--- src/rtl/rom_arb_pkg.sv ---
// Shared types for the ROM read arbiter: FSM states, requester count and index type.
package rom_arb_pkg;

  localparam int NUM_REQ = 2;

  typedef enum logic {
    IDLE  = 1'b0,
    BURST = 1'b1
  } state_t;

  typedef logic [$clog2(NUM_REQ)-1:0] req_idx_t;

  function automatic logic [NUM_REQ-1:0] idx2oh(input req_idx_t idx);
    logic [NUM_REQ-1:0] oh;
    oh      = '0;
    oh[idx] = 1'b1;
    return oh;
  endfunction

endpackage

--- src/rtl/rom_rd_arbiter_if.sv ---
// Requester-side bundle of the ROM read arbiter: burst requests in, routed read data out.
interface rom_rd_arbiter_if #(
  parameter int DATA_WIDTH = 16,
  parameter int ADDR_WIDTH = 8
);
  import rom_arb_pkg::*;

  logic [NUM_REQ-1:0]    req;
  logic [ADDR_WIDTH-1:0] start_addr0;
  logic [ADDR_WIDTH-1:0] start_addr1;
  logic [ADDR_WIDTH:0]   len0;
  logic [ADDR_WIDTH:0]   len1;
  logic [NUM_REQ-1:0]    ack;
  logic [NUM_REQ-1:0]    rvalid;
  logic [DATA_WIDTH-1:0] rdata;
  logic [NUM_REQ-1:0]    done;

  modport master (
    output req, start_addr0, start_addr1, len0, len1,
    input  ack, rvalid, rdata, done
  );

  modport slave (
    input  req, start_addr0, start_addr1, len0, len1,
    output ack, rvalid, rdata, done
  );

endinterface

--- src/rtl/rom_rr_arb.sv ---
// 2-way grant selection; round-robin by default, fixed priority (requester 0) when
// ROM_RD_ARB_FIXED_PRIO_EN is defined. Purely combinational.
module rom_rr_arb
  import rom_arb_pkg::*;
(
  input  logic [NUM_REQ-1:0] req,
`ifndef ROM_RD_ARB_FIXED_PRIO_EN
  input  req_idx_t           last_winner,
`endif
  output logic [NUM_REQ-1:0] gnt,
  output req_idx_t           gnt_idx
);

  always_comb begin
    gnt_idx = '0;
    if (&req) begin
`ifdef ROM_RD_ARB_FIXED_PRIO_EN
      gnt_idx = '0;
`else
      gnt_idx = ~last_winner;
`endif
    end else if (req[1]) begin
      gnt_idx = 1'b1;
    end
    gnt = (|req) ? idx2oh(gnt_idx) : '0;
  end

endmodule

--- src/rtl/rom_rd_arbiter.sv ---
// Shares one sync ROM read port between two burst requesters; ack same cycle as the IDLE grant,
// first word 2 cycles after ack, no back-pressure. ROM_RD_ARB_FIXED_PRIO_EN selects fixed priority.
module rom_rd_arbiter
  import rom_arb_pkg::*;
#(
  parameter int DATA_WIDTH = 16,
  parameter int ROM_DEPTH  = 256,
  parameter int ADDR_WIDTH = $clog2(ROM_DEPTH)
) (
  input  logic                  clk,
  input  logic                  reset_n,
  rom_rd_arbiter_if.slave       bus,
  output logic                  busy,
  output logic                  rom_en,
  output logic [ADDR_WIDTH-1:0] rom_addr,
  input  logic [DATA_WIDTH-1:0] rom_dout
);

  localparam logic [ADDR_WIDTH-1:0] ADDR_ONE  = ADDR_WIDTH'(1);
  localparam logic [ADDR_WIDTH-1:0] LAST_ADDR = ADDR_WIDTH'(ROM_DEPTH - 1);
  localparam logic [ADDR_WIDTH:0]   LEN_ONE   = (ADDR_WIDTH+1)'(1);
  localparam logic [ADDR_WIDTH:0]   DEPTH_LEN = (ADDR_WIDTH+1)'(ROM_DEPTH);

  state_t                state_q, state_d;
  req_idx_t              owner_q, owner_d;
  logic [ADDR_WIDTH-1:0] cur_addr_q, cur_addr_d;
  logic [ADDR_WIDTH:0]   remaining_q, remaining_d;
  logic                  run_q, run_d;
  logic                  rd_vld_q, rd_vld_d;
  logic                  rd_last_q, rd_last_d;
  req_idx_t              rd_owner_q, rd_owner_d;
  logic [DATA_WIDTH-1:0] rdata_q, rdata_d;
  logic [ADDR_WIDTH:0]   sel_len;
  logic [NUM_REQ-1:0]    gnt;
  req_idx_t              gnt_idx;

`ifndef ROM_RD_ARB_FIXED_PRIO_EN
  req_idx_t              last_winner_q, last_winner_d;
`endif

  rom_rr_arb u_arb (
    .req         (bus.req),
`ifndef ROM_RD_ARB_FIXED_PRIO_EN
    .last_winner (last_winner_q),
`endif
    .gnt         (gnt),
    .gnt_idx     (gnt_idx)
  );

  always_comb begin
    state_d     = state_q;
    owner_d     = owner_q;
    cur_addr_d  = cur_addr_q;
    remaining_d = remaining_q;
    bus.ack     = '0;
    rom_en      = 1'b0;
    rd_last_d   = 1'b0;
    sel_len     = '0;
`ifndef ROM_RD_ARB_FIXED_PRIO_EN
    last_winner_d = last_winner_q;
`endif
    unique case (state_q)
      IDLE: begin
        // run_q keeps ack quiet while reset is held and in the release cycle
        if (run_q && (|bus.req)) begin
          bus.ack     = gnt;
          owner_d     = gnt_idx;
          cur_addr_d  = gnt_idx[0] ? bus.start_addr1 : bus.start_addr0;
          sel_len     = gnt_idx[0] ? bus.len1 : bus.len0;
          remaining_d = (sel_len == '0) ? DEPTH_LEN : sel_len;
          state_d     = BURST;
`ifndef ROM_RD_ARB_FIXED_PRIO_EN
          last_winner_d = gnt_idx;
`endif
        end
      end
      BURST: begin
        rom_en      = 1'b1;
        cur_addr_d  = (cur_addr_q == LAST_ADDR) ? '0 : cur_addr_q + ADDR_ONE;
        remaining_d = remaining_q - LEN_ONE;
        if (remaining_q == LEN_ONE) begin
          rd_last_d = 1'b1;
          state_d   = IDLE;
        end
      end
      default: state_d = IDLE;
    endcase
  end

  assign run_d      = 1'b1;
  assign rd_vld_d   = rom_en;
  assign rd_owner_d = owner_q;
  assign busy       = (state_q == BURST);
  assign rom_addr   = cur_addr_q;

  always_comb begin
    bus.rvalid = rd_vld_q ? idx2oh(rd_owner_q) : '0;
    bus.done   = (rd_vld_q && rd_last_q) ? idx2oh(rd_owner_q) : '0;
    bus.rdata  = rd_vld_q ? rom_dout : rdata_q;
    rdata_d    = bus.rdata;
  end

  always_ff @(posedge clk or negedge reset_n) begin
    if (!reset_n) begin
      state_q     <= IDLE;
      owner_q     <= '0;
      cur_addr_q  <= '0;
      remaining_q <= '0;
      run_q       <= 1'b0;
      rd_vld_q    <= 1'b0;
      rd_last_q   <= 1'b0;
      rd_owner_q  <= '0;
      rdata_q     <= '0;
`ifndef ROM_RD_ARB_FIXED_PRIO_EN
      last_winner_q <= 1'b1;
`endif
    end else begin
      state_q     <= state_d;
      owner_q     <= owner_d;
      cur_addr_q  <= cur_addr_d;
      remaining_q <= remaining_d;
      run_q       <= run_d;
      rd_vld_q    <= rd_vld_d;
      rd_last_q   <= rd_last_d;
      rd_owner_q  <= rd_owner_d;
      rdata_q     <= rdata_d;
`ifndef ROM_RD_ARB_FIXED_PRIO_EN
      last_winner_q <= last_winner_d;
`endif
    end
  end

endmodule

--- src/flat_wrapper.sv ---
// flat-port wrapper written by rule: the top's interface ports become plain ports
module rom_rd_arbiter_flat import rom_arb_pkg::*;
#(
  parameter int DATA_WIDTH = 16,
  parameter int ROM_DEPTH  = 256,
  parameter int ADDR_WIDTH = $clog2(ROM_DEPTH)
)
  (clk, reset_n, busy, rom_en, rom_addr, rom_dout, bus_req, bus_start_addr0, bus_start_addr1, bus_len0, bus_len1, bus_ack, bus_rvalid, bus_rdata, bus_done);
  rom_rd_arbiter_if #(.DATA_WIDTH(DATA_WIDTH), .ADDR_WIDTH(ADDR_WIDTH)) bus_i ();
  input  logic clk;
  input  logic reset_n;
  output logic busy;
  output logic rom_en;
  output logic [ADDR_WIDTH-1:0] rom_addr;
  input  logic [DATA_WIDTH-1:0] rom_dout;
  input wire logic [$bits(bus_i.req)-1:0] bus_req;
  input wire logic [$bits(bus_i.start_addr0)-1:0] bus_start_addr0;
  input wire logic [$bits(bus_i.start_addr1)-1:0] bus_start_addr1;
  input wire logic [$bits(bus_i.len0)-1:0] bus_len0;
  input wire logic [$bits(bus_i.len1)-1:0] bus_len1;
  output wire logic [$bits(bus_i.ack)-1:0] bus_ack;
  output wire logic [$bits(bus_i.rvalid)-1:0] bus_rvalid;
  output wire logic [$bits(bus_i.rdata)-1:0] bus_rdata;
  output wire logic [$bits(bus_i.done)-1:0] bus_done;
  assign bus_i.req = bus_req;
  assign bus_i.start_addr0 = bus_start_addr0;
  assign bus_i.start_addr1 = bus_start_addr1;
  assign bus_i.len0 = bus_len0;
  assign bus_i.len1 = bus_len1;
  assign bus_ack = bus_i.ack;
  assign bus_rvalid = bus_i.rvalid;
  assign bus_rdata = bus_i.rdata;
  assign bus_done = bus_i.done;
  rom_rd_arbiter #(.DATA_WIDTH(DATA_WIDTH), .ROM_DEPTH(ROM_DEPTH), .ADDR_WIDTH(ADDR_WIDTH)) u_core (.clk(clk), .reset_n(reset_n), .bus(bus_i), .busy(busy), .rom_en(rom_en), .rom_addr(rom_addr), .rom_dout(rom_dout));
endmodule
--- config.mk ---
export PLATFORM = sky130hd
export DESIGN_NAME = rom_rd_arbiter_flat
export DESIGN_NICKNAME = d
export VERILOG_FILES = /design/src/rtl/rom_arb_pkg.sv /design/src/rtl/rom_rd_arbiter_if.sv /design/src/rtl/rom_rr_arb.sv /design/src/rtl/rom_rd_arbiter.sv /design/src/flat_wrapper.sv
export SDC_FILE = /design/constraint.sdc
export NUM_CORES = 1
export LEC_CHECK = 0
export BUFFER_PORTS_ARGS = -buffer_cell sky130_fd_sc_hd__buf_2
export CAP_MARGIN = 20
export CORE_ASPECT_RATIO = 0.7
export CORE_MARGIN = 2
export CORE_UTILIZATION = 30
export DETAILED_ROUTE_END_ITERATION = 8
export REMOVE_ABC_BUFFERS = 1
export SYNTH_ARGS = -nofsm -noshare
export SYNTH_HDL_FRONTEND = slang
export SYNTH_HIERARCHICAL = 1
export SYNTH_SLANG_ARGS = --single-unit
--- constraint.sdc ---
create_clock -name clk -period 4.6 [get_ports clk]
set_clock_uncertainty 0.15 [all_clocks]
set_input_delay 0.46 -clock clk [delete_from_list [all_inputs] [get_ports clk]]
set_output_delay 0.46 -clock clk [all_outputs]
set_load 0.02 [all_outputs]
# Word-level counts from Yosys, hierarchy flattened

Index checks and enable logic that the tools add are counted.

Output and inout port bits: 32
Bits in registers: 40
Word-level logic and storage cells: 55
Input port bits: 54

Reduce and logical (&&, ||, !) cells: 8
Multiplexer cells: 26
Add/sub/neg operators: 2
Eq/ne operators: 3
Bitwise gates (word level): 2
Order comparisons: 4

Operators with widths:

| operator                                                                | number |
|---|---|
| 9-bit 2-to-1 mux                                                        | 3 |
| 8-bit 2-to-1 mux                                                        | 3 |
| 9-bit case mux with 2 select lines                                      | 1 |
| 16-bit 2-to-1 mux                                                       | 1 |
| 8-bit case mux with 2 select lines                                      | 1 |
| 2-bit 2-to-1 mux                                                        | 5 |
| 9-bit by 1-bit == test with 1-bit output, second input constant         | 1 |
| 9-bit logical NOT                                                       | 1 |
| 1-bit 2-to-1 mux                                                        | 9 |
| 9-bit by 1-bit subtractor with 9-bit output, second input constant      | 1 |
| 8-bit by 1-bit adder with 8-bit output, second input constant           | 1 |
| 8-bit == test, second input constant                                    | 1 |
| 1-bit logical AND                                                       | 4 |
| 1-bit by 2-bit < comparator with 1-bit output, second input constant    | 2 |
| 2-bit AND reduction                                                     | 2 |
| 1-bit demux with 1-bit select                                           | 2 |
| 1-bit greater-or-equal comparator, second input constant                | 2 |
| 2-bit by 1-bit inequality test with 1-bit output, second input constant | 1 |
| 1-bit NOT                                                               | 2 |
| 1-bit case mux with 2 select lines                                      | 1 |
| 2-bit OR reduction                                                      | 1 |

# Longest topological paths before layout

Gate-level depths: netlist (run 1).

Depth after elaboration: 9
Depth in mapped cells: 7
Mapped depth without buffers: 6

# By module

The synthesis (run 1) kept the hierarchy.

By module, submodules not included:

| module         | cells each | sequential area each (µm²) | times used | area an instance (µm²) |
|---|---|---|---|---|
| rom_rd_arbiter | 200        | 1002.2                     | 1          | 2102.0 |
| rom_rr_arb     | 4          | 0.0                        | 1          | 26.3 |

# Worst setup path before layout (run 1)

Ideal clock, no wire load.

Kind: in2out
From: input bus_req[1]
To: output bus_ack[0]
Data required time: 3990 ps
Stages on the path: 3
Arrival time: 1225 ps
Path slack: 2765 ps
Cell sequence: o21ai_1 > nor2_1 > and2_1

Word-level cells in the longest chain between the ends: 9
Elaborated cells on any way between the ends: 13

RTL lines:

| what                                                                                                                            | RTL line                           | source |
|---|---|---|
| from (decl)                                                                                                                     | flat_wrapper.sv:16                 | `input wire logic [$bits(bus_i.req)-1:0] bus_req;` |
| 1-bit 2-to-1 mux / 2-bit AND reduction (equally long branches)                                                                  | rom_rr_arb.sv:22, rom_rr_arb.sv:16 |  |
| 1-bit 2-to-1 mux                                                                                                                | rom_rr_arb.sv:16                   | `if (&req) begin` |
| 1-bit by 2-bit < comparator with 1-bit output (implied by the code) / 1-bit greater-or-equal comparator (equally long branches) | rom_arb_pkg.sv:16                  | `oh[idx] = 1'b1;` |
| 1-bit logical AND (implied by the code)                                                                                         | rom_arb_pkg.sv:16                  |  |
| 1-bit 2-to-1 mux (implied by the code)                                                                                          | rom_arb_pkg.sv:16                  |  |
| 1-bit demux with 1-bit select                                                                                                   | rom_arb_pkg.sv:16                  |  |
| 2-bit 2-to-1 mux                                                                                                                | rom_rr_arb.sv:25                   | `gnt = (\|req) ? idx2oh(gnt_idx) : '0;` |
| 2-bit 2-to-1 mux *                                                                                                              | rom_rd_arbiter.sv:65               | `if (run_q && (\|bus.req)) begin` |
| 2-bit 2-to-1 mux *                                                                                                              | rom_rd_arbiter.sv:62               | `unique case (state_q)` |
| to (decl)                                                                                                                       | flat_wrapper.sv:21                 | `output wire logic [$bits(bus_i.ack)-1:0] bus_ack;` |

Every way passes the cells marked *; elsewhere a longest branch is shown, timed or not.

# Final worst setup path (run 1)

From: register u_core.rd_vld_q
To: output bus_rdata[10]

Word-level cells in the longest chain between the ends: 1

RTL lines:

| what                   | RTL line              | source |
|---|---|---|
| from (decl)            | rom_rd_arbiter.sv:29  | `logic rd_vld_q, rd_vld_d;` |
| from (signal assigned) | rom_rd_arbiter.sv:123 | `rd_vld_q <= rd_vld_d;` |
| 16-bit 2-to-1 mux      | rom_rd_arbiter.sv:99  | `bus.rdata = rd_vld_q ? rom_dout : rdata_q;` |
| to (decl)              | flat_wrapper.sv:23    | `output wire logic [$bits(bus_i.rdata)-1:0] bus_rdata;` |

Every way passes these cells.

==> results by group, run 1 <==
Outcome
  • Run status: complete, no violations

Floorplan
  • Die width: ~100 µm
  • Starting density of the core: 0.312
  • Core box area: slightly below 7000 µm²
  • Die Ht: 74.5 µm
  • Row count: 25
  • Die Area: about 8000 µm²
  • IO Count: 86

Global routing
  • Vias in the first global route: around 1,700
  • Initial antenna violation count: 0
  • GRT Overall Usage: 0.132
  • Total congestion overflow: 0
  • First-pass GRT wire length: 8270 µm
  • Largest net degree at the start of global routing: 41

Synthesis
  • Largest cells by area after synthesis: dfrtp_1 (46%), mux2i_1 (9.4%), mux2_1 (8.5%), nor2_1 (3.5%), a21oi_1 (3.3%)
  • Ys async rst share: 1.00
  • Seq/Total Area, Yosys: 0.471
  • Cells after Synth: 204
  • Mapped Avg Cell Area: about 10 µm²
  • Leading area contributor after synthesis: dfrtp_1
  • Top cells by count, synth: dfrtp_1 (39), mux2i_1 (20), nor2_1 (20)
  • Share of the synthesized area in the top cell type: 0.459
  • Number of flops mapped to enable cells by yosys: 0
  • Mapped cell area: ~2100 µm²
  • Register bit total from synthesis: 40
  • Most numerous cell in the Yosys netlist: dfrtp_1
  • Distinct cells, synth: 42
  • Warnings, synthesis: 6
  • Post-synth top flop: dfrtp_1

CTS
  • CTS tree: yes
  • Sink Count: 40
  • Setup bufs post-CTS: 0
  • Post-CTS resize count: 0
  • Hold_buf cts: 0
  • Skew-Pair Late Insertion Delay: around 0.29 ns
  • CTS buffer count: 5
  • H-tree levels: 2
  • Reg clk slew, reported paths: 0.09 ns
  • Root Buffer: clkbuf_8
  • Clk buf depth: 2

Final layout
  • Fillers: 712
  • Multi-input logic area: between 1000 and 1500 µm²
  • Layout cells sized above 1: 0.352
  • Final nets: 346
  • Register area: between 1000 and 1500 µm²
  • Fin area: around 2800 µm²
  • Diode count: 0
  • Layout area overhead: 30.6%

STA
  • RSZ-0062 raised after global routing: no
  • Final period util: 0.510
  • Slew Viols, Final: 0
  • WHS: roughly 0.15 ns
  • Final hold viol count: 0
  • Worst slew pin tran: approximately 0.93 ns
  • Final Setup Violations: 0
  • Fmax: between 400 and 500 MHz
  • Relative slew margins: 0.381
  • Minimum clock period: roughly 2.3 ns
  • Setup_tns: 0 ns

Critical path
  • Delay-heaviest family, CP: flip-flops
  • Crit path kind: reg -> out
  • Crit path DAT: 1.74 ns
  • Crit-path max cell delay: 0.86 ns
  • Reg2reg end: u_core/remaining_q[7]$_DFFE_PN0P_
  • Worst path slowest cell: dfrtp_1
  • Worst Path Required: about 4 ns
  • R2r setup slk: between 2 and 2.5 ns
  • R2R cell count: 6
  • CP Launch Type: flop
  • WP buf/inv: 1
  • Crit Reg-Reg Startpoint: u_core/last_winner_q$_DFFE_PN1P_
  • Critical path, cell by cell: mux2_1 -> buf_2
  • Crit. End Element: primary output
  • CP max FO: 20

Power and ir drop
  • Leak: approximately 1.3 nW
  • Pwr dens: ~500 nW/µm²
  • Peak supply drop: 0.000171 V

Route
  • Total wire length: approximately 5000 µm
  • WL per Instance: 12.9 µm
  • Iter 0 DRT Violations: 68
  • Via/cell ratio: 4.66
  • Remaining DRCs: 0
  • DRT Pass-1 Iters: 4
  • Via count: approximately 1,800
  • Final antenna-violating net count: 0

Placement
  • Post-DP Area: about 2600 µm²
  • Input/output buffers: 85
  • Routability cong.: approximately 0.74
  • Post-DP HPWL: roughly 3600 µm

Run
  • Max cap viols: 0

Worst hold path
  • Min-delay worst type: in -> async
==> routing by layer <==
metal / track usage / up-vias / part of all wire
li1: - / 899 / -
met1: 0.182 / 841 / 0.51
met2: 0.213 / 46 / 0.43
met3: 0.0324 / 5 / 0.057
met4: 0.0311 / 0 / 0.0071
met5: 0 / - / 0
==> layout by cell type, fill, tap and decap left out, types with 2 or more instances in the layout <==
cell type / n
buf_2: 85
dfrtp_1: 39
nor2_1: 20
mux2i_1: 20
mux2_1: 16
nand2_1: 14
a21oi_1: 14
clkbuf_8: 5
nor4_1: 5
nand3_1: 5
inv_1: 4
xnor2_1: 4
o21ai_1: 4
a211oi_1: 4
xor2_1: 4
and2_1: 3
and3_1: 3
nor3_1: 3
o21a_1: 3
o22ai_1: 3
ha_1: 3
clkinv_4: 2
buf_4: 2
nand2b_1: 2
a21boi_1: 2
==> sequential cells by signal, indices dropped and copies added, names as in the netlist <==
| name | count |
|---|---|
| u_core/rdata_q | 16 |
| u_core/last_winner_q | 1 |
| u_core/remaining_q | 9 |
| u_core/rd_vld_q | 1 |
| u_core/owner_q | 1 |
| u_core/rd_last_q | 1 |
| u_core/rom_addr | 8 |
| u_core/rd_owner_q | 1 |
| u_core/run_q | 1 |
| u_core/busy | 1 |
==> how the worst max path moves through the flow <==
stage / start / end / slack [ns] / cells after the start
floorplan: bus_req[1] / u_core/remaining_q[7]$_DFFE_PN0P_ / 1.96 / 5
global placement: bus_req[1] / bus_ack[1] / 1.96 / 5
finish: u_core/rd_vld_q$_DFF_PN0_ / bus_rdata[10] / 2.25 / 2
global route: u_core/rd_vld_q$_DFF_PN0_ / bus_rdata[1] / 2.11 / 2
detailed placement: bus_req[1] / bus_ack[0] / 1.93 / 5
CTS: bus_req[1] / bus_ack[0] / 1.93 / 5
==> kinds of logic after synthesis <==
logic type,share of synthesized area
mux,0.179
fa+ha+maj,0.0176
buf+inv,0.0282
compound gates,0.127
simple gates,0.143
flops,0.471
xor+xnor,0.0329
other cells,0.00176
==> power by group <==
group	switching, mW	internal, mW
clock	0.131	0.163
combinational	0.264	0.230
sequential	0.130	0.458
==> stage by stage <==
step,util,cells,power (mW),setup WS [ns]
global route,0.408,384,1.49,2.11
finish,0.408,384,1.38,2.25
CTS,0.406,383,1.39,1.93
global placement,0.388,375,1.08,1.96
floorplan,-,194,0.925,1.96
detailed placement,0.388,375,1.09,1.93
==> area by class of cell <==
class,count,share of cell area
Clock buffer,5,0.0248
Clock inverter,3,0.0171
Inverter,4,0.00540
Multi-Input combinational cell,150,0.386
Sequential cell,40,0.360
Tap cell,94,0.0423
Timing Repair Buffer,88,0.164
Note: power is estimated with default switching activity, not from simulation.
==> inputs of run 2 (changes only) <==
--- a/config.mk
+++ b/config.mk
@@ -5,6 +5,7 @@
 export SDC_FILE = /design/constraint.sdc
 export NUM_CORES = 1
 export LEC_CHECK = 0
+export ABC_AREA = 1
 export BUFFER_PORTS_ARGS = -buffer_cell sky130_fd_sc_hd__buf_2
 export CAP_MARGIN = 20
 export CORE_ASPECT_RATIO = 0.7
==> constraint.sdc (replaced) <==
create_clock -name clk -period 2.3 [get_ports clk]
set_clock_uncertainty 0.15 [all_clocks]
set_input_delay 0.23 -clock clk [delete_from_list [all_inputs] [get_ports clk]]
set_output_delay 0.23 -clock clk [all_outputs]
set_load 0.02 [all_outputs]
==> run 2 against run 1 <==
Compared with the run above: count of clock-buffer cells in the layout increased by 1; sequential power grew 23%; routed wire length up 24%; critical path depth is 1 higher; via count up 30%; sequential share of layout area down 2.3 points; critical endpoint is now bus_done[0]; largest cell class unchanged.
==> results by group, run 2 <==
Global routing
  • GRT Overall Usage: 0.143 (+0.0115)
  • Largest net degree at the start of global routing: 21 (-49%)
  • Initial antenna violation count: 0 (unchanged)
  • Total congestion overflow: 0 (unchanged)
  • Vias in the first global route: 2,134 (+23%)
  • First-pass GRT wire length: 9750 µm (+18%)

Placement
  • Pre-CTS WS: 0.160 ns (-1.77 ns)
  • Routability cong.: 0.898 (+22%)
  • Input/output buffers: 85 (unchanged)
  • Post-DP HPWL: 4660 µm (+29%)
  • Inst Count DP: 506 (+35%)
  • Post-DP Area: 2830 µm² (+6.7%)

Synthesis
  • Mapped Avg Cell Area: 7.05 µm² (-32%)
  • Share of the synthesized area in the top cell type: 0.417 (-0.0419)
  • Cells after Synth: 332 (+63%)
  • Seq/Total Area, Yosys: 0.428 (-0.0430)
  • Distinct cells, synth: 35 (-17%)
  • Largest cells by area after synthesis: dfrtp_1 (42%), nand2_1 (22%), inv_1 (6.6%), nor2_1 (4.3%), nand3_1 (3.8%)
  • Most numerous cell in the Yosys netlist: nand2_1
  • Top cells by count, synth: nand2_1 (135), inv_1 (41), dfrtp_1 (39)
  • Number of flops mapped to enable cells by yosys: 0 (unchanged)
  • Mapped cell area: 2340 µm² (+10%)
  • Warnings, synthesis: 6 (unchanged)
  • Post-synth top flop: dfrtp_1
  • Leading area contributor after synthesis: dfrtp_1
  • Ys async rst share: 1.00 (unchanged)
  • Register bit total from synthesis: 40 (unchanged)

Power and ir drop
  • Pwr dens: 493 nW/µm² (-0.50%)
  • Total power: 1.46 mW (+6.3%)
  • Peak supply drop: 0.000282 V (+65%)
  • Leak: 1.67 nW (+24%)

STA
  • Setup_tns: 0 ns (unchanged)
  • WHS: 0.00906 ns (-0.137 ns)
  • Final period util: 0.837
  • Fmax: 519 MHz
  • Final Worst Setup Slack: 0.374 ns (-1.88 ns)
  • Final hold viol count: 0 (unchanged)
  • Final Setup Violations: 0 (unchanged)
  • RSZ-0062 raised after global routing: no
  • Slew Viols, Final: 0 (unchanged)
  • Worst slew pin tran: 0.627 ns (-0.302 ns)
  • Minimum clock period: 1.93 ns
  • Relative slew margins: 0.581 (+0.200)

Critical path
  • Crit path DAT: 1.55 ns (-0.19 ns)
  • Crit path kind: reg -> out
  • Worst Path Required: 1.92 ns (-2.07 ns)
  • CP Launch Type: flop
  • CP max FO: 18 (-10%)
  • Crit. End Element: primary output

CTS
  • Sink Count: 40 (unchanged)
  • Reg clk slew, reported paths: 0.09 ns (about the same)
  • Setup bufs post-CTS: 0 (unchanged)
  • Clk buf depth: 2 (unchanged)
  • H-tree levels: 2 (unchanged)
  • CTS buffer count: 5 (unchanged)
  • Skew-Pair Late Insertion Delay: 0.29 ns (about the same)
  • Root Buffer: clkbuf_8
  • CTS tree: yes

Route
  • Total wire length: 6140 µm (+24%)
  • Via count: 2,322 (+30%)
  • WL per Instance: 11.9 µm (-8.1%)
  • Remaining DRCs: 0 (unchanged)
  • Iter 0 DRT Violations: 71 (+4.4%)
  • DRT Pass-1 Iters: 4 (unchanged)
  • Final antenna-violating net count: 0 (unchanged)
  • Via/cell ratio: 4.49 (-3.7%)

Final layout
  • Top reg by flops: u_core/rdata_q
  • Fin area: 2970 µm² (+6.8%)
  • Final nets: 475 (+37%)
  • Layout cells sized above 1: 0.265 (-0.0868)
  • Finished Core Util: 0.400 (-0.00723)
  • Diode count: 0 (unchanged)
  • Most frequent cells in the layout: nand2_1 (135), buf_2 (85), inv_1 (41)
  • Leading cell type in the layout, fill and taps excluded: nand2_1
  • Fillers: 805 (+13%)
  • Final cell count without fillers: 517 (+35%)
  • Max reg flops: 16 (unchanged)
  • Layout area overhead: 26.8%

Run
  • Max cap viols: 0 (unchanged)

Floorplan
  • Die Ht: 77.9 µm (+4.6%)
  • IO Count: 86 (unchanged)
  • Die width: 110 µm (+4.7%)
  • Die Area: 8540 µm² (+9.6%)
  • Core box area: 7420 µm² (+8.8%)
  • Row count: 26 (+4.0%)
  • Starting density of the core: 0.316 (+0.00368)

Outcome
  • Run status: complete, no violations

Worst hold path
  • Min-delay worst type: in -> reg
## run 2: changes by cell type in the layout (fill, tap and decap cells not counted), sizes merged, moves of 6 or more
cell,change
nor2,+7
o21ai,+6
a21oi,-11
nand2,+129
nand3,+13
inv,+40
mux2i,-17
mux2,-16
## run 2: area by class of cell
| type | count | area (µm²) | area share |
|---|---|---|---|
| clock inverters | 2 | 35.0 | 0.0118 |
| flip-flops and latches | 40 | 1000 | 0.337 |
| inverters | 45 | 176 | 0.0594 |
| repair buffers | 92 | 485 | 0.163 |
| well taps | 98 | 123 | 0.0413 |
| clock buffers | 6 | 72.6 | 0.0244 |
| multi-input cells | 234 | 1080 | 0.362 |
## run 2: power breakdown
group | leakage (nW) | internal [mW] | switching (mW)
Combinational | 1.15 | 0.0717 | 0.0998
Clock | 0.0552 | 0.322 | 0.248
Sequential | 0.460 | 0.718 | 0.00367
Total | 1.67 | 1.11 | 0.352
## run 2: logic make-up after synthesis
logic type      synth area share
simple gates               0.349
mux                       0.0128
buf+inv                    0.118
xor+xnor                 0.00748
other cells              0.00160
compound gates            0.0673
flops                      0.428
fa+ha+maj                 0.0160
## run 2: worst max-delay path: stages (launching register included)
cell and delay, ns:
dfrtp_1 0.35, clkinv_1 0.41, nor3_1 0.29, buf_2 0.20
## run 2: repair_timing
item / in CTS / in global routing
endpoints found under the hold margin: 42 / 0
resized for setup: 0 / 1
hold buffers: 3 / 0
setup endpoints to repair: 0 / 2
## run 2: final timing paths
check	start	to	slack [ns]	cells after the start
max in group asynchronous	reset_n	u_core/rdata_q[1]$_DFF_PN0_	1.33	3
max	u_core/rd_vld_q$_DFF_PN0_	bus_done[0]	0.37	3
min reg2reg	u_core/owner_q$_DFFE_PN0P_	u_core/rd_owner_q$_DFF_PN0_	0.24	0
min in group asynchronous	reset_n	u_core/run_q$_DFF_PN0_	0.16	2
max reg2reg	u_core/last_winner_q$_DFFE_PN1P_	u_core/remaining_q[8]$_DFFE_PN0P_	0.49	10
min	rom_dout[10]	u_core/rdata_q[10]$_DFF_PN0_	0.009	3
## run 2: metal layers
metal / up-vias / global-route usage / routed length [µm]
met5: - / 0 / 0
met4: 0 / 0.0165 / 18
met3: 3 / 0.0370 / 318
met2: 53 / 0.231 / 2770
met1: 1075 / 0.198 / 3040
li1: 1191 / - / -
==> inputs of run 3 (changes only) <==
--- a/config.mk
+++ b/config.mk
@@ -5,7 +5,7 @@
 export SDC_FILE = /design/constraint.sdc
 export NUM_CORES = 1
 export LEC_CHECK = 0
-export ABC_AREA = 1
+export ABC_AREA = 0
 export BUFFER_PORTS_ARGS = -buffer_cell sky130_fd_sc_hd__buf_2
 export CAP_MARGIN = 20
 export CORE_ASPECT_RATIO = 0.7
==> constraint.sdc (replaced) <==
create_clock -name clk -period 1.57 [get_ports clk]
set_clock_uncertainty 0.15 [all_clocks]
set_input_delay 0.157 -clock clk [delete_from_list [all_inputs] [get_ports clk]]
set_output_delay 0.157 -clock clk [all_outputs]
set_load 0.02 [all_outputs]
==> run 3 against run 2 <==
Compared with the run above: the run now ends with negative setup slack left; first-iteration DRC count fell by 13%; die area is 8.7% lower; sequential share of layout area shrank 6.4 points; flip-flop and latch count is the same; global-route usage grew 1.7 points; register-to-register slack worse by 0.59 ns.
==> results by group, run 3 (synthesized netlist as in run 1, its figures left out) <==
Outcome
  • Run status: complete, but fails checks
  • Failing checks: negative setup slack

Route
  • Final antenna-violating net count: 0 (unchanged)
  • Via count: 2,089 (-10%)
  • Total wire length: 6410 µm (+4.4%)
  • Iter 0 DRT Violations: 62 (-13%)
  • DRT Pass-1 Iters: 4 (unchanged)
  • WL per Instance: 14.4 µm (+22%)
  • Remaining DRCs: 0 (unchanged)
  • Via/cell ratio: 4.70 (+4.8%)

Critical path
  • Crit path kind: reg -> out
  • Crit. End Element: primary output
  • Critical path, cell by cell: buf_6 -> inv_2 -> a21boi_1 -> and2_1 -> buf_6
  • Most used cell, CP: buf_6
  • Crit path DAT: 1.39 ns (-0.16 ns)
  • Worst Path Required: 1.26 ns (-0.66 ns)
  • CP Launch Type: flop
  • Crit-path max cell delay: 0.57 ns (+0.16 ns)
  • R2r setup slk: -0.10 ns (-0.59 ns)
  • CP max FO: 3 (-15)
  • Worst path slowest cell: dfstp_2

Final layout
  • Fin area: 3660 µm² (+23%)
  • Register area: 1000 µm² (unchanged)
  • Most frequent cells in the layout: buf_2 (68), dfrtp_1 (39), buf_4 (33)
  • Finished Core Util: 0.537 (+0.136)
  • Multi-input logic area: 1250 µm² (+17%)
  • Top reg by flops: u_core/rdata_q
  • Diode count: 0 (unchanged)
  • Final nets: 406 (-15%)
  • Fillers: 639 (-21%)
  • Leading cell type in the layout, fill and taps excluded: buf_2
  • Layout area overhead: 72.0%
  • Max reg flops: 16 (unchanged)
  • Layout cells sized above 1: 0.506 (+0.241)
  • Final cell count without fillers: 444 (-14%)

Floorplan
  • Starting density of the core: 0.312 (-0.00368)
  • Die width: 105 µm (-4.5%)
  • Die Area: 7790 µm² (-8.7%)
  • IO Count: 86 (unchanged)
  • Die Ht: 74.5 µm (-4.4%)
  • Core box area: 6820 µm² (-8.1%)
  • Row count: 25 (-3.8%)

STA
  • Final hold viol count: 0 (unchanged)
  • Fmax: about 600 MHz
  • Slew Viols, Final: 0 (unchanged)
  • Final Setup Violations: 30 (+30)
  • RSZ-0062 raised after global routing: yes
  • Relative slew margins: 0.604 (+0.0226)
  • WHS: 0.0283 ns (+0.0193 ns)
  • Minimum clock period: around 1.7 ns
  • Final Worst Setup Slack: -0.125 ns (-0.499 ns)
  • Worst slew pin tran: 0.589 ns (-0.0379 ns)
  • Final period util: 1.08

CTS
  • CTS buffer count: 5 (unchanged)
  • CTS tree: yes
  • Root Buffer: clkbuf_8
  • Clk buf depth: 2 (unchanged)
  • Skew-Pair Late Insertion Delay: 0.30 ns (about the same)
  • Sink Count: 40 (unchanged)
  • Reg clk slew, reported paths: 0.09 ns (about the same)
  • H-tree levels: 2 (unchanged)

Global routing
  • First-pass GRT wire length: 9670 µm (-0.85%)
  • Total congestion overflow: 0 (unchanged)
  • Largest net degree at the start of global routing: 41 (+95%)
  • Initial antenna violation count: 0 (unchanged)
  • Vias in the first global route: 1,988 (-6.8%)
  • GRT Overall Usage: 0.161 (+0.0174)

Placement
  • Input/output buffers: 85 (unchanged)
  • Post-DP HPWL: 4090 µm (-12%)
  • Routability cong.: 0.820 (-8.7%)
  • Inst Count DP: 406 (-20%)
  • Post-DP Area: 2940 µm² (+4.2%)

Run
  • Max cap viols: 0 (unchanged)

Power and ir drop
  • Leak: 1.80 nW (+7.8%)
  • Peak supply drop: 0.000521 V (+85%)
  • Pwr dens: 1330 nW/µm² (+170%)
  • Total power: 4.89 mW (+230%)

Worst hold path
  • Min-delay worst type: in -> reg
## run 3: path summary, 6_finish.rpt
check,start,to,cells past startpoint
worst max-delay path,u_core/last_winner_q$_DFFE_PN1P_,bus_ack[0],5
worst min-delay path,bus_len1[8],u_core/remaining_q[8]$_DFFE_PN0P_,3
worst max register to register,u_core/last_winner_q$_DFFE_PN1P_,u_core/remaining_q[6]$_DFFE_PN0P_,6
worst min register to register,u_core/owner_q$_DFFE_PN0P_,u_core/rd_owner_q$_DFF_PN0_,0
max in group asynchronous,reset_n,u_core/last_winner_q$_DFFE_PN1P_,3
min in group asynchronous,reset_n,u_core/remaining_q[1]$_DFFE_PN0P_,3
## run 3: layer usage
layer	vias up	share of wire	global-route usage	wire, µm
met3	7	0.038	0.0333	242
met5	-	0	0	0
met4	0	0.011	0.0533	70
met2	46	0.48	0.267	3060
met1	1009	0.47	0.215	3040
li1	1027	-	-	-
## run 3: power by group
part	switching [mW]	internal, mW
sequential	0.228	1.34
clock	0.396	0.356
combinational	1.22	1.34
total	1.85	3.04
## run 3: what timing repair did
item                                   CTS  global route
gates resized for setup                 29            54
setup endpoints to repair               35            36
pin swaps                                9             7
gates cloned                             1             0
endpoints found under the hold margin   56            14
setup buffers                           10             2
hold buffers                             3            14
## run 3: area by class of cell
| type | count | area share |
|---|---|---|
| multi-input combinational | 150 | 0.343 |
| timing repair buffer | 148 | 0.321 |
| sequential | 40 | 0.274 |
| tap | 94 | 0.0321 |
| clock buffer | 6 | 0.0226 |
| clock inverter | 2 | 0.00410 |
| inverter | 4 | 0.00410 |
## run 3: critical path, delay by kind of cell, from the launching register on
| kind | cells | cell delay, ns |
|---|---|---|
| simple gates | 1 | 0.16 |
| compound gates | 1 | 0.10 |
| flops | 1 | 0.57 |
| buf+inv | 3 | 0.25 |
## run 3: through the flow
step,worst slack (ns),TNS (ns)
floorplan,-0.915,-15.66
global placement,-0.131,-1.39
detailed placement,-0.168,-1.80
CTS,-0.124,-2.76
global route,-0.185,-4.05
finish,-0.125,-1.94
